`src/rtl/inst_fetch_pkg.sv`:
```
// Shared processor definitions: fetch FSM states and default sizing constants
// used by the instruction-fetch unit and its testbench.
package inst_fetch_pkg;

  typedef enum logic [1:0] {
    IDLE = 2'd0,
    RUN  = 2'd1,
    HALT = 2'd2
  } state_t;

  localparam int          PC_W_DEF    = 10;
  localparam int          IW_DEF      = 9;
  localparam logic [5:0]  HALT_OP_DEF = 6'b111111;
  localparam int          RETIRED_W   = 16;

endpackage

```
`src/rtl/inst_fetch_if.sv`:
```
// Bus between the fetch unit and the rest of the core: ROM word, decoder
// flags, stall, and the fetch unit's pc/status outputs.
interface inst_fetch_if #(
  parameter int PC_W = inst_fetch_pkg::PC_W_DEF,
  parameter int IW   = inst_fetch_pkg::IW_DEF
) ();

  logic            start;
  logic [IW-1:0]   instr;
  logic            stall;
  logic            br_cond;
  logic            alu_zero;
  logic [7:0]      br_offset;
  logic [PC_W-1:0] pc;
  logic [5:0]      addr;
  logic            instr_valid;
  logic            done;
  logic [15:0]     retired;

  modport master (
    output start, instr, stall, br_cond, alu_zero, br_offset,
    input  pc, addr, instr_valid, done, retired
  );

  modport slave (
    input  start, instr, stall, br_cond, alu_zero, br_offset,
    output pc, addr, instr_valid, done, retired
  );

endinterface

```
`src/rtl/inst_fetch_pc_next.sv`:
```
// Next-pc datapath: either pc+1 or pc plus a sign-extended 8-bit offset,
// both wrapping modulo 2^PC_W.
module pc_next #(
  parameter int PC_W = inst_fetch_pkg::PC_W_DEF
) (
  input  logic [PC_W-1:0] i_pc,
  input  logic [7:0]      i_offset,
  input  logic            i_take_branch,
  output logic [PC_W-1:0] o_pc_next
);

  logic [PC_W-1:0] w_offset_ext;
  logic [PC_W-1:0] w_pc_inc;
  logic [PC_W-1:0] w_pc_branch;

  assign w_offset_ext = PC_W'($signed(i_offset));
  assign w_pc_inc     = i_pc + PC_W'(1);
  assign w_pc_branch  = i_pc + w_offset_ext;
  assign o_pc_next    = i_take_branch ? w_pc_branch : w_pc_inc;

endmodule

```
`src/rtl/inst_fetch.sv`:
```
// Instruction-fetch unit: IDLE/RUN/HALT sequencer owning the program counter
// and a saturating retired-instruction counter.
module inst_fetch
  import inst_fetch_pkg::*;
#(
  parameter int         PC_W    = PC_W_DEF,
  parameter int         IW      = IW_DEF,
  parameter logic [5:0] HALT_OP = HALT_OP_DEF
) (
  input  logic         Clk,
  input  logic         Reset,
  inst_fetch_if.slave  bus
);

  state_t                r_state;
  logic [PC_W-1:0]       r_pc;
  logic [RETIRED_W-1:0]  r_retired;

  logic [PC_W-1:0]       w_pc_next;
  logic                  w_take_branch;
  logic                  w_is_halt;
  logic                  w_retire;
  logic [RETIRED_W-1:0]  w_retired_inc;
  logic                  w_unused_instr;

  assign bus.addr        = bus.instr[8:3];
  assign w_unused_instr  = ^bus.instr[2:0];
  assign w_is_halt       = (bus.addr == HALT_OP);
  assign w_take_branch   = bus.br_cond & bus.alu_zero;
  assign w_retire        = (r_state == RUN) & ~bus.stall;
  assign w_retired_inc   = (r_retired == '1) ? r_retired : r_retired + RETIRED_W'(1);

  assign bus.pc          = r_pc;
  assign bus.retired     = r_retired;
  assign bus.instr_valid = w_retire;
  assign bus.done        = (r_state == HALT);

  pc_next #(
    .PC_W (PC_W)
  ) u_pc_next (
    .i_pc          (r_pc),
    .i_offset      (bus.br_offset),
    .i_take_branch (w_take_branch),
    .o_pc_next     (w_pc_next)
  );

  // Halt wins over branch; a halting instruction still counts as retired.
  always_ff @(posedge Clk or posedge Reset) begin
    if (Reset) begin
      r_state   <= IDLE;
      r_pc      <= '0;
      r_retired <= '0;
    end else begin
      case (r_state)
        IDLE, HALT: begin
          if (bus.start) begin
            r_state   <= RUN;
            r_pc      <= '0;
            r_retired <= '0;
          end
        end
        RUN: begin
          if (!bus.stall) begin
            r_retired <= w_retired_inc;
            if (w_is_halt) begin
              r_state <= HALT;
            end else begin
              r_pc <= w_pc_next;
            end
          end
        end
        default: begin
          r_state   <= IDLE;
          r_pc      <= '0;
          r_retired <= '0;
        end
      endcase
    end
  end

endmodule

```
`src/flat_wrapper.sv`:
```
// flat-port wrapper written by rule: the top's interface ports become plain ports
module inst_fetch_flat import inst_fetch_pkg::*;
#(
  parameter int         PC_W    = PC_W_DEF,
  parameter int         IW      = IW_DEF,
  parameter logic [5:0] HALT_OP = HALT_OP_DEF
)
  (Clk, Reset, bus_start, bus_instr, bus_stall, bus_br_cond, bus_alu_zero, bus_br_offset, bus_pc, bus_addr, bus_instr_valid, bus_done, bus_retired);
  inst_fetch_if #(.PC_W(PC_W), .IW(IW)) bus_i ();
  input  logic Clk;
  input  logic Reset;
  input wire logic [$bits(bus_i.start)-1:0] bus_start;
  input wire logic [$bits(bus_i.instr)-1:0] bus_instr;
  input wire logic [$bits(bus_i.stall)-1:0] bus_stall;
  input wire logic [$bits(bus_i.br_cond)-1:0] bus_br_cond;
  input wire logic [$bits(bus_i.alu_zero)-1:0] bus_alu_zero;
  input wire logic [$bits(bus_i.br_offset)-1:0] bus_br_offset;
  output wire logic [$bits(bus_i.pc)-1:0] bus_pc;
  output wire logic [$bits(bus_i.addr)-1:0] bus_addr;
  output wire logic [$bits(bus_i.instr_valid)-1:0] bus_instr_valid;
  output wire logic [$bits(bus_i.done)-1:0] bus_done;
  output wire logic [$bits(bus_i.retired)-1:0] bus_retired;
  assign bus_i.start = bus_start;
  assign bus_i.instr = bus_instr;
  assign bus_i.stall = bus_stall;
  assign bus_i.br_cond = bus_br_cond;
  assign bus_i.alu_zero = bus_alu_zero;
  assign bus_i.br_offset = bus_br_offset;
  assign bus_pc = bus_i.pc;
  assign bus_addr = bus_i.addr;
  assign bus_instr_valid = bus_i.instr_valid;
  assign bus_done = bus_i.done;
  assign bus_retired = bus_i.retired;
  inst_fetch #(.PC_W(PC_W), .IW(IW), .HALT_OP(HALT_OP)) u_core (.Clk(Clk), .Reset(Reset), .bus(bus_i));
endmodule
```
`config.mk`:
```
export PLATFORM = sky130hd
export DESIGN_NAME = inst_fetch_flat
export DESIGN_NICKNAME = d
export VERILOG_FILES = /design/src/rtl/inst_fetch_pkg.sv /design/src/rtl/inst_fetch_if.sv /design/src/rtl/inst_fetch_pc_next.sv /design/src/rtl/inst_fetch.sv /design/src/flat_wrapper.sv
export SDC_FILE = /design/constraint.sdc
export NUM_CORES = 1
export LEC_CHECK = 0
export CORE_MARGIN = 2
export CORE_UTILIZATION = 40
export DETAILED_ROUTE_END_ITERATION = 10
export PLACE_DENSITY_LB_ADDON = 0.12
export SETUP_SLACK_MARGIN = 0.3
export SLEW_MARGIN = 20
export SYNTH_ARGS = -nofsm -noshare
export SYNTH_HDL_FRONTEND = slang
export SYNTH_SLANG_ARGS = --single-unit
```
`constraint.sdc`:
```
create_clock -name Clk -period 2.2 [get_ports Clk]
set_input_delay 0.66 -clock Clk [delete_from_list [all_inputs] [get_ports Clk]]
set_output_delay 0.66 -clock Clk [all_outputs]
set_load 0.1 [all_outputs]
```
# Word level (Yosys, flattened, before mapping)
# Index checks and enable logic that the tools add are counted.
dict set report word_totals {
  reg_bits 28
  out_inout_bits 34
  elab_cells 36
}
dict set report op_classes {
  n_addsub 3
  eq_ne 9
  mux 13
  bitwise 3
  reduce_logical 5
}
# cell n
set ops {}
lappend ops {{2-to-1 mux 16 bit} 3}
lappend ops {{2-to-1 mux 10 bit} 4}
lappend ops {{one-hot mux 16 bit (2 select lines)} 1}
lappend ops {{one-hot mux 10 bit (2 select lines)} 1}
lappend ops {{adder 16 x 1 -> 16 bit (second input constant)} 1}
lappend ops {{== test 16 bit (second input constant)} 1}
lappend ops {{adder 10 x 1 -> 10 bit (second input constant)} 1}
lappend ops {{adder 10 bit} 1}
lappend ops {{AND reduction 3 bit} 3}
lappend ops {{!= test 2 bit (second input constant)} 4}
lappend ops {{== test 6 bit (second input constant)} 1}
lappend ops {{2-to-1 mux 2 bit} 3}
lappend ops {{one-hot mux 2 bit (2 select lines)} 1}
lappend ops {{bitwise AND 1 bit} 2}
lappend ops {{== test 2 x 1 -> 1 bit (second input constant)} 1}
lappend ops {{== test 2 bit (second input constant)} 1}
lappend ops {{zero test 2 bit} 1}
lappend ops {{!= test 2 x 1 -> 1 bit (second input constant)} 1}
lappend ops {{OR reduction 2 bit} 1}
lappend ops {{inverter 1 bit} 1}

# Depth between registers and ports, before layout
dict set report logic_depth {
  word_depth 5
  depth_mapped 9
}

# Cells and area by module
# From an unflattened synthesis, not the netlist that was laid out.
dict set report hier_totals {
  hier_cells 205
  hier_area_um2 1904.3
}
# mod instances cells_per_inst area_each_um2 seq_area_each_um2
set by_module_without_submodules {}
lappend by_module_without_submodules {inst_fetch 1 146 1471.4 700.7}
lappend by_module_without_submodules {pc_next 1 59 432.9 0.0}

# Least setup slack after synthesis
# No wires, ideal clock.
dict set report synth_path {
  path_type {reg-to-output}
  startpoint {register u_core.r_state[1]}
  endpoint {output port bus_instr_valid}
  arrival_time_ns 2.059
  required_time_ns 1.540
  slack_ns -0.519
  path_stages_with_launch 4
  path_buffers 1
  cell_sequence {dfrtp_1 -> or2b_1 -> clkbuf_1 -> nor2_1}
}
dict set report synth_between {
  elab_chain_len 2
}
# element line
set synth_lines {}
lappend synth_lines {{start: declaration} inst_fetch.sv:15} ;# state_t r_state;
lappend synth_lines {{start signal: assignment} inst_fetch.sv:50} ;# r_state <= IDLE;
lappend synth_lines {{start signal: assignment} inst_fetch.sv:57} ;# r_state <= RUN;
lappend synth_lines {{start signal: assignment} inst_fetch.sv:66} ;# r_state <= HALT;
lappend synth_lines {{== test 2 x 1 -> 1 bit} inst_fetch.sv:30} ;# assign w_retire = (r_state == RUN) & ~bus.stall;
lappend synth_lines {{bitwise AND 1 bit} inst_fetch.sv:30}
lappend synth_lines {{end: declaration} flat_wrapper.sv:20} ;# output wire logic [$bits(bus_i.instr_valid)-1:0] bus_instr_valid;
# Every way passes these cells.

# Worst setup path after layout
dict set report layout_path {
  startpoint {input port bus_br_offset[4]}
  endpoint {register u_core.r_pc[9] (netlist: u_core.bus.pc[9])}
}
dict set report layout_between {
  elab_chain_len 5
}
# element line
set layout_lines {}
lappend layout_lines {{start: declaration} flat_wrapper.sv:17} ;# input wire logic [$bits(bus_i.br_offset)-1:0] bus_br_offset;
lappend layout_lines {{adder 10 bit} inst_fetch_pc_next.sv:18} ;# assign w_pc_branch = i_pc + w_offset_ext;
lappend layout_lines {{2-to-1 mux 10 bit} inst_fetch_pc_next.sv:19} ;# assign o_pc_next = i_take_branch ? w_pc_branch : w_pc_inc;
lappend layout_lines {{2-to-1 mux 10 bit} inst_fetch.sv:65} ;# if (w_is_halt) begin
lappend layout_lines {{2-to-1 mux 10 bit} inst_fetch.sv:63} ;# if (!bus.stall) begin
lappend layout_lines {{one-hot mux 10 bit (2 select lines)} inst_fetch.sv:54} ;# case (r_state)
lappend layout_lines {{end signal: assignment} inst_fetch.sv:68} ;# r_pc <= w_pc_next;
lappend layout_lines {{end: declaration} inst_fetch.sv:16} ;# logic [PC_W-1:0] r_pc;
# Every way passes these cells. The select of a mux whose other input is x is not followed.
# A chain may end at the register's enable or synchronous reset.

==> summary.md <==
| Metric | Value |
|---|---|
| Worst skew pair latency | 0.29 ns |
| Status | finished, final reports clean |
| Met3 routed WL | 289 um |
| Post-synthesis sequential area ratio | 37.0% |
| Final Hold Fails | 0 |
| Core area | 4630 um^2 |
| Die Width | 72.8 um |
| Die height | 72.8 um |
| CTS max path bufs | 2 |
| Worst slew pin tran | 0.382 ns |
| Area Growth Syn to Fin | 91.9% |
| Minimum clock period | 2.12 ns |
| Metal-1 WL | 2720 um |
| Top_reg_cell synth | dfrtp_1 |
| Vias per cell | 5.60 |
| Hold Crit Endpoint | u_core.r_state[0] |
| Filler Cells Inserted | 286 |
| R2R setup slack | 0.22 ns |
| FMAX | 472 MHz |
| Worst-path fanout max | 4 |
| Pleak | 1.54 nW |
| Initial antenna violation count | 0 |
| Count leader, synth | dfrtp_1 |
| Mapped Nets | 245 |
| Maximum vdd drop | 0.000495 V |
| Final nets | 353 |
| Hold crit path type | flop to flop |
| Mapped Area | 1890 um^2 |
| Synth cell types | 50 |
| Crit path DAT | 2.30 ns |
| Critical path required time | 2.38 ns |
| Post-DP HPWL | 3980 um |
| CTS Hold Bufs | 0 |
| Critical path endpoint category | flop |
| Hold Path Origin | u_core.r_state[0] |
| Top post-synthesis cells by area | dfrtp_1 37%, ha_1 6.6%, o21ai_0 4.8% |
| Die area | 5300 um^2 |
| Number of synthesized flops with an enable pin | 0 |
| Reg-to-Reg Start | u_core.bus.pc[0] |
| Via count | 2083 |
| Global-route wire length before repair | 9650 um |
| Synth warn | 0 |
| Placed Area | 3140 um^2 |
| Final Cell Area | 3640 um^2 |
| RR Endpoint | u_core.bus.pc[4] |
| Share of post-route cells with drive strength above 1 | 57.2% |
| Worst setup SP type | input port |
| CTS H-tree depth | 1 |
| Initial Util | 40.9% |
| Number of buffers created by CTS | 3 |
| Area of the multi-input gates | 1380 um^2 |
| Remaining DRCs | 0 |
| Max incr delay on CP | 0.45 ns |
| Area leader, netlist | dfrtp_1 |
| RSZ-0062 raised after global routing | true |
| Row count | 25 |
| CTS root buf | clkbuf_8 |
| Yosys top cell area share | 37.0% |
| Pins Over Slew Limit | 0 |
| Fraction of registers with async set/reset | 100% |
| WS Path Type | input port to flop |
| Gr ovfl total | 0 |
| DRT antenna net count | 0 |
| Slew HR | 74.3% |
| DR top layer | met4 |
| #FFs+latches synth | 28 |
| Crit share post-route | 96.3% |
| Buffers on Ports | 53 |
| TritonRoute pass-1 iters | 4 |
| First DRT Iteration DRCs | 130 |
| CP max stage cell | a2111o_1 |
| Mean post-synth cell area | 8.98 um^2 |
| Total wire length | 5920 um |
| CP cell instances | dlygate4sd2_1, and3_4, ha_4, nand4_1, a2111o_1, a41o_1, o31a_1 |
| CTS tree | yes |
| Post-layout util | 78.5% |
| Routed len/inst | 15.9 um |
| Clock sink count | 28 |
| Vias in the first global route | 2074 |
| Setup-failing EPs final | 0 |
| Maxcap violations | 0 |
| Tot GR Track Use | 22.9% |
| PwrDens | 1020 nW/um^2 |
| CP Buf/Inv Count | 1 |
| Clock slew at reported path FFs | 0.11 ns |
| R2R depth | 11 |
| Top Ports | 57 |
| WHS Path Cells | 1 |
| FF/Latch Area | 743 um^2 |
| Met2 WL | 2830 um |
| Final GP Congestion | 0.869 |
| Ant. Diodes | 0 |
| Post-synth top cells | 28 x dfrtp_1, 23 x nand2_1, 18 x o21ai_0 |
| Crit path max-delay family | compound AO/OA/AOI/OAI gates |
| Mapped Cells | 211 |
| Max Clock Skew | 0.00720 ns |
| Largest net degree at the start of global routing | 29 |
==> cell families (layout without fill, tap and decap cells) <==
logic type               count (synthesis)  in the layout  synth area share, %
AO/OA/AOI/OAI                           63             64                 23.1
XOR/XNOR                                 4              4                 1.85
adder cells (fa/ha/maj)                 11             11                 7.66
buffers and inverters                   20            126                 5.88
flip-flops                              28             28                 37.0
multiplexers                             2              2                 1.06
AND/OR/NAND/NOR                         83             83                 23.4
==> placed cells by master, fill, tap and decap left out, types with 3 or more instances in the layout <==
cell,n
nor2_1,9
nand4_1,4
dfrtp_2,19
buf_6,12
dlygate4sd2_1,11
a21o_1,3
o21ai_0,5
nand2_1,21
buf_4,51
nand3_2,4
clkbuf_8,3
a21oi_1,5
and3_4,7
ha_4,8
nand3_1,7
a2111o_1,3
a21oi_2,8
inv_1,6
buf_12,33
or3_1,3
dfrtp_4,5
o31ai_1,4
dfrtp_1,4
o21ai_1,12
o31ai_4,3
o21a_1,4
==> worst max path at each step <==
stage / from / end / slack [ns] / cells past startpoint
floorplan: bus_br_offset[0] / u_core.bus.pc[8] / 0.007 / 9
global route: bus_br_cond / u_core.bus.pc[8] / -0.01 / 10
global placement: bus_br_cond / u_core.bus.pc[8] / -0.65 / 10
CTS: bus_br_cond / u_core.bus.pc[6] / 0.05 / 10
detailed placement: bus_br_cond / u_core.bus.pc[6] / -0.70 / 10
finish: bus_br_offset[4] / u_core.bus.pc[9] / 0.08 / 7
==> routing by layer <==
layer,global-route usage (%),vias up
met1,31.8,1010
met3,3.31,9
met4,6.17,0
li1,-,1001
met2,37.4,63
met5,0,-
==> registers in the layout, indices dropped and copies added (netlist names) <==
signal / cells
u_core.bus.pc: 10
u_core.bus.retired: 16
u_core.r_state: 2
==> layout make-up <==
class | count | share of cell area (%)
clock inverter | 1 | 0.826
inverter | 8 | 0.895
timing repair buffer | 114 | 36.9
sequential | 28 | 20.4
multi-input combinational | 164 | 38.0
tap | 54 | 1.86
clock buffer | 3 | 1.14
==> where the power goes <==
part,internal (mW),switching [mW],leakage [nW]
Sequential,0.642,0.169,0.343
Combinational,1.03,1.43,1.16
Clock,0.244,0.185,0.0357
Total,1.91,1.79,1.54
==> through the flow <==
stage / setup slack, ns / power, mW / cells / setup TNS, ns / hold slack (ns)
6_report: 0.0803 / 3.70 / 372 / 0 / 0.528
5_1_grt: -0.0123 / 3.87 / 372 / -0.0123 / 0.572
4_1_cts: 0.0498 / 3.57 / 361 / 0 / 0.556
3_5_place_dp: -0.699 / 3.02 / 341 / -4.67 / 0.526
3_3_place_gp: -0.648 / 2.98 / 341 / -4.13 / 0.512
2_1_floorplan: 0.00682 / 2.19 / 211 / 0 / 0.493
==> repair_timing <==
action,4_1_cts,5_1_grt
cloned,1,0
setup endpoints to repair,27,21
hold endpoints to repair,0,0
resized for setup,76,17
setup buffers,15,11
pin swaps,42,23
No activity file was read; power rests on OpenSTA's default activity.
